`src/rtl/ringbuf_pkg.sv`:
```
// ringbuf_pkg: default geometry and width helpers shared by the ring buffer files
package ringbuf_pkg;
  localparam int DEF_WIDTH      = 24;
  localparam int DEF_DEPTH_LOG2 = 4;
  localparam int DEF_NCH        = 2;
  function automatic int lvl_w(input int depth_log2);
    return depth_log2 + 1;
  endfunction
  function automatic int ch_w(input int nch);
    return nch > 1 ? $clog2(nch) : 1;
  endfunction
endpackage

```
`src/rtl/ringbuf_mem.sv`:
```
// ringbuf_mem: frame storage with one write port and one registered single-channel read port
module ringbuf_mem #(
  parameter int WIDTH = 24,
  parameter int AW    = 4,
  parameter int NCH   = 2,
  parameter int CW    = 1
) (
  input  logic                 clk,
  input  logic                 rst,
  input  logic                 we,
  input  logic [AW-1:0]        waddr,
  input  logic [NCH*WIDTH-1:0] wdata,
  input  logic                 re,
  input  logic [AW-1:0]        raddr,
  input  logic [CW-1:0]        ch,
  output logic [WIDTH-1:0]     rdata
);
  logic [NCH*WIDTH-1:0] mem [2**AW];
  // storage is deliberately left unreset
  always_ff @(posedge clk)
    if (we) mem[waddr] <= wdata;
  // read sees pre-write contents; output holds between requests
  always_ff @(posedge clk)
    if (rst) rdata <= '0;
    else if (re) rdata <= mem[raddr][ch*WIDTH +: WIDTH];
endmodule

```
`src/rtl/mch_ringbuf.sv`:
```
// mch_ringbuf: multichannel frame ring buffer with look-back reads; RINGBUF_GUARD_EN drops writes when full instead of overwriting
module mch_ringbuf
  import ringbuf_pkg::*;
#(
  parameter int WIDTH      = DEF_WIDTH,
  parameter int DEPTH_LOG2 = DEF_DEPTH_LOG2,
  parameter int NCH        = DEF_NCH,
  localparam int CW        = ch_w(NCH),
  localparam int LW        = lvl_w(DEPTH_LOG2),
  localparam int DEPTH     = 2**DEPTH_LOG2
) (
  input  logic                  clk,
  input  logic                  rst,
  input  logic [NCH*WIDTH-1:0]  data_i,
  input  logic                  we_i,
  input  logic                  pop_i,
  input  logic                  re_i,
  input  logic [CW-1:0]         ch_i,
  input  logic [DEPTH_LOG2-1:0] offset_i,
  input  logic                  clr_i,
  output logic [WIDTH-1:0]      data_o,
  output logic                  valid_o,
  output logic [LW-1:0]         level_o,
  output logic                  full_o,
  output logic                  empty_o,
  output logic                  ovf_o,
  output logic                  udf_o
);
  logic [DEPTH_LOG2-1:0] wptr, rptr, raddr;
  logic [LW-1:0] level_nx;
  logic [CW-1:0] ch_sel;
  logic ovf_set, udf_set, pop_ok, wr_ok, adv_r;
  // accept/drop decisions for this cycle's write and pop
  always_comb begin
    full_o   = level_o == LW'(DEPTH);
    empty_o  = level_o == '0;
    ovf_set  = we_i & full_o & ~pop_i;
    udf_set  = pop_i & empty_o & ~we_i;
    pop_ok   = pop_i & ~udf_set;
`ifdef RINGBUF_GUARD_EN
    wr_ok    = we_i & ~ovf_set;
    adv_r    = pop_ok;
`else
    wr_ok    = we_i;
    adv_r    = pop_ok | ovf_set;
`endif
    level_nx = (wr_ok & ~pop_ok & ~full_o) ? level_o + LW'(1) :
               (pop_ok & ~wr_ok)           ? level_o - LW'(1) : level_o;
    raddr    = rptr - offset_i;
    ch_sel   = (32'(ch_i) >= NCH) ? '0 : ch_i;
  end
  // pointers, occupancy and sticky flags; a set beats a same-cycle clear
  always_ff @(posedge clk)
    if (rst) begin
      wptr    <= '0;
      rptr    <= '1;
      level_o <= '0;
      valid_o <= 1'b0;
      ovf_o   <= 1'b0;
      udf_o   <= 1'b0;
    end else begin
      wptr    <= wptr + DEPTH_LOG2'(wr_ok);
      rptr    <= rptr + DEPTH_LOG2'(adv_r);
      level_o <= level_nx;
      valid_o <= re_i;
      ovf_o   <= ovf_set | (ovf_o & ~clr_i);
      udf_o   <= udf_set | (udf_o & ~clr_i);
    end
  ringbuf_mem #(.WIDTH(WIDTH), .AW(DEPTH_LOG2), .NCH(NCH), .CW(CW)) u_mem (
    .clk   (clk),
    .rst   (rst),
    .we    (wr_ok & ~rst),
    .waddr (wptr),
    .wdata (data_i),
    .re    (re_i & ~rst),
    .raddr (raddr),
    .ch    (ch_sel),
    .rdata (data_o)
  );
endmodule

```
`config.mk`:
```
export PLATFORM = sky130hd
export DESIGN_NAME = mch_ringbuf
export DESIGN_NICKNAME = d
export VERILOG_FILES = /design/src/rtl/ringbuf_pkg.sv /design/src/rtl/ringbuf_mem.sv /design/src/rtl/mch_ringbuf.sv
export SDC_FILE = /design/constraint.sdc
export NUM_CORES = 1
export LEC_CHECK = 0
export ABC_CLOCK_PERIOD_IN_PS = 5020
export BUFFER_PORTS_ARGS = -buffer_cell sky130_fd_sc_hd__buf_2
export CELL_PAD_IN_SITES_DETAIL_PLACEMENT = 1
export CELL_PAD_IN_SITES_GLOBAL_PLACEMENT = 1
export CORE_MARGIN = 2
export CORE_UTILIZATION = 45
export CTS_CLUSTER_DIAMETER = 50
export CTS_CLUSTER_SIZE = 40
export DETAILED_ROUTE_END_ITERATION = 12
export PLACE_DENSITY_LB_ADDON = 0.1
export SYNTH_ARGS = -nofsm -noshare
export SYNTH_HDL_FRONTEND = slang
export SYNTH_SLANG_ARGS = --single-unit
```
`constraint.sdc`:
```
create_clock -name clk -period 5.02 [get_ports clk]
set_clock_uncertainty 0.15 [all_clocks]
set_input_delay 0.753 -clock clk [delete_from_list [all_inputs] [get_ports clk]]
set_output_delay 0.753 -clock clk [all_outputs]
set_load 0.05 [all_outputs]
```
==> impl_metrics.tcl <==
set metrics [dict create \
    synthTopCellsByArea "edfxtp_1 74%, mux4_2 15%, mux2i_1 3.1%, dfxtp_1 2.6%, mux4_1 0.84%" \
    path_clk_slew_ps 60 \
    drc 0 \
    finalPower_mw 20.02 \
    syn-num-nets 1404 \
    die_area_um2 71710 \
    synthSimpleGateAreaFrac_pct 1.075 \
    drt_first_iter_violations 1115 \
    gp_congestion 0.6958 \
    fin_nets 1562 \
    end_kind "flop" \
    clockRootBuffer "clkbuf_16" \
    synth_area_um2 31310 \
    grt_pass1_vias 15260 \
    drv_slew 0 \
    ant_nets 0 \
    via_count 14310 \
    die_x_um 267.8 \
    layout-drive-gt1-share_pct 34.32 \
    tightest_slew_ps 961.5 \
    start_util_pct 45.57 \
    ys_ff_latch 808 \
    cp_slowest_stage_delay_ps 1070 \
    synthAdderAreaFrac_pct 0.5275 \
    port_buffers 92 \
    period_share_pct 71.68 \
    async_reset_ff_share_pct 0 \
    postCtsHoldBufs 0 \
    setup_viol 0 \
    die_y_um 267.8 \
    cts_buffers 81 \
    tns_ps 0 \
    status "completed" \
    synthToLayoutAreaGrowth_pct 14.71 \
    cts_resized 0 \
    dp.cells 2339 \
    synth_cell_types 40 \
    fin_cells 2490 \
    post_cts_buffers 0 \
    cp_cell_sequence "inv_1 > ha_4 > inv_1 > fa_4 > buf_12 > buf_12 > mux4_2 > mux2i_1 > mux4_2 > a211oi_2" \
    avgSynthCellArea_um2 23.49 \
    grt_pass1_wl_mm 109.0 \
    grt_use_total_pct 21.49 \
    synth_edf_count 768 \
    vias_per_cell 5.747 \
    yosysMostFrequentCell "edfxtp_1" \
    maxCapViolations 0 \
    stdcell_area_um2 35920 \
    synth_cells 1333 \
    wl_per_cell_um 29.96 \
    ir_drop_uv 400.2 \
    synth_top_area_share_pct 73.65 \
    cpMaxStageDelayCell "fa_4" \
    fmax_mhz 277.9 \
    grt-ovfl-total 0 \
    synthTopCellsByCount "768 x edfxtp_1, 206 x mux4_2, 98 x mux2i_1" \
    cts_tree "yes" \
    synth_top_cell_by_area "edfxtp_1" \
    placed_cell_area_um2 33180 \
    synthXorXnorAreaFrac_pct 0.3836 \
    cts.path.max_buffers 3 \
    ff2ff_path_depth 10 \
    rr_endpoint "u_mem.rdata[22]$_SDFFE_PP0P_" \
    synth_compound_area_share_pct 1.183 \
    dp_hpwl_mm 40.45 \
    synth_top_family_by_area "multiplexers" \
    synth_ff_type "edfxtp_1" \
    cp_num_buf_inv 4 \
    rrSetupSlack_ps 1420 \
    crit-reg2reg-launch "rptr[0]$_SDFF_PP1_" \
    core_um2 68710 \
    slew_headroom_pct 35.90 \
    rsz0062_at_grt "false" \
    clk_latency_ps 620 \
    synth.area.mux_share_pct 18.79 \
    yosysSeqAreaShare_pct 76.21 \
    antenna_found_initial 8 \
    min_from "pop_i" \
    antenna_cells 0 \
    h-tree-depth 3 \
    hold_viol_final 0 \
    hold_depth 3 \
    criticalPathCategory "reg2reg" \
    critPathRequiredTime_ps 5400 \
    power-per-cell-area_nw_per_um2 557.3 \
    grt_max_degree 55 \
    period_minus_slack_ps 3598 \
    leakage_nw 11.69 \
    hp-class "in2reg" \
    io_pins 93 \
    path_delay_family "adder cells" \
    cp_max_fo 49 \
    ys_warn_count 0 \
    crit_path_start_kind "flop" \
    fin_util_pct 52.28 \
    cts_sinks 808 \
    rows 96 \
    drt_wl_total_mm 74.61 \
    worstPathArrival_ps 3980 \
    firstDrtPassIters 5 \
    whs_endpoint "udf_o$_SDFF_PP0_" \
]
per-stage QoR:
stage / hold WS [ps] / worst slack, ps
2_1_floorplan: 333.3 / 0.2398
3_3_place_gp: 320.0 / 958.3
3_5_place_dp: 324.4 / 926.5
4_1_cts: 284.1 / 1373
5_1_grt: 338.6 / 1294
6_report: 314.4 / 1422
worst min-delay path: cells and delay by family:
family | cells | cell delay [ps]
simple gates | 1 | 70
buf+inv | 1 | 120
compound gates | 1 | 90
worst max path at each step:
stage,start,endpoint,slack [ps],depth (start not counted)
global route,rptr[0]$_SDFF_PP1_,u_mem.rdata[6]$_SDFFE_PP0P_,1290,10
floorplan,rst,u_mem.mem[8][0]$_DFFE_PP_,0.2,4
finish,rptr[0]$_SDFF_PP1_,u_mem.rdata[22]$_SDFFE_PP0P_,1420,10
global placement,offset_i[0],u_mem.rdata[22]$_SDFFE_PP0P_,960,10
CTS,rptr[0]$_SDFF_PP1_,u_mem.rdata[5]$_SDFFE_PP0P_,1370,10
detailed placement,offset_i[0],u_mem.rdata[2]$_SDFFE_PP0P_,930,10
layout make-up:
class,count,area (µm²)
Fill cell,5940,32790
Sequential cell,808,23860
Multi-Input combinational cell,450,7041
Clock buffer,89,2088
Tap cell,931,1165
Timing Repair Buffer,143,1081
Clock inverter,62,654.4
Inverter,7,26.28
state kept, by name, indices dropped and copies added (netlist names):
name and flops:
ovf_o 1, udf_o 1, valid_o 1, wptr 4, u_mem.rdata 24, u_mem.mem 768
rptr 4, level_o 5
layer usage:
layer | part of all wire [%] | up-vias | track usage [%]
li1 | - | 5982 | -
met1 | 45 | 7812 | 31.84
met2 | 48 | 408 | 33.66
met3 | 5.4 | 97 | 3.675
met4 | 1.7 | 12 | 5.134
met5 | 0.11 | - | 0
power breakdown:
group	internal (mW)	switching, mW
Clock	3.35	2.82
Sequential	7.52	0.123
Combinational	3.00	3.20
Total	13.9	6.15
cell families (layout without fill, tap and decap cells):
family                     count (synthesis)  in the layout
DFF                                      808            808
muxes                                    314            314
AOI/OAI and AO/OA                         37             37
adders and majority gates                 12             12
xor gates and xnor gates                  12             12
buffers and inverters                     75            301
and+or+nand+nor                           75             75
cell usage in the layout (no fill, tap or decap), types with 7 or more instances in the layout:
cell | Yosys | layout
mux2i_1 | 98 | 98
inv_6 | 0 | 18
dfxtp_1 | 40 | 40
buf_12 | 6 | 19
mux4_1 | 10 | 10
edfxtp_1 | 768 | 768
clkinv_8 | 0 | 8
buf_2 | 26 | 92
clkinv_2 | 0 | 10
inv_1 | 7 | 7
nor2_4 | 0 | 12
nor2_1 | 47 | 35
a211oi_2 | 20 | 20
mux4_2 | 206 | 206
clkbuf_16 | 0 | 82
buf_4 | 3 | 32
ha_1 | 10 | 9
(Power assumes the default switching activity.)
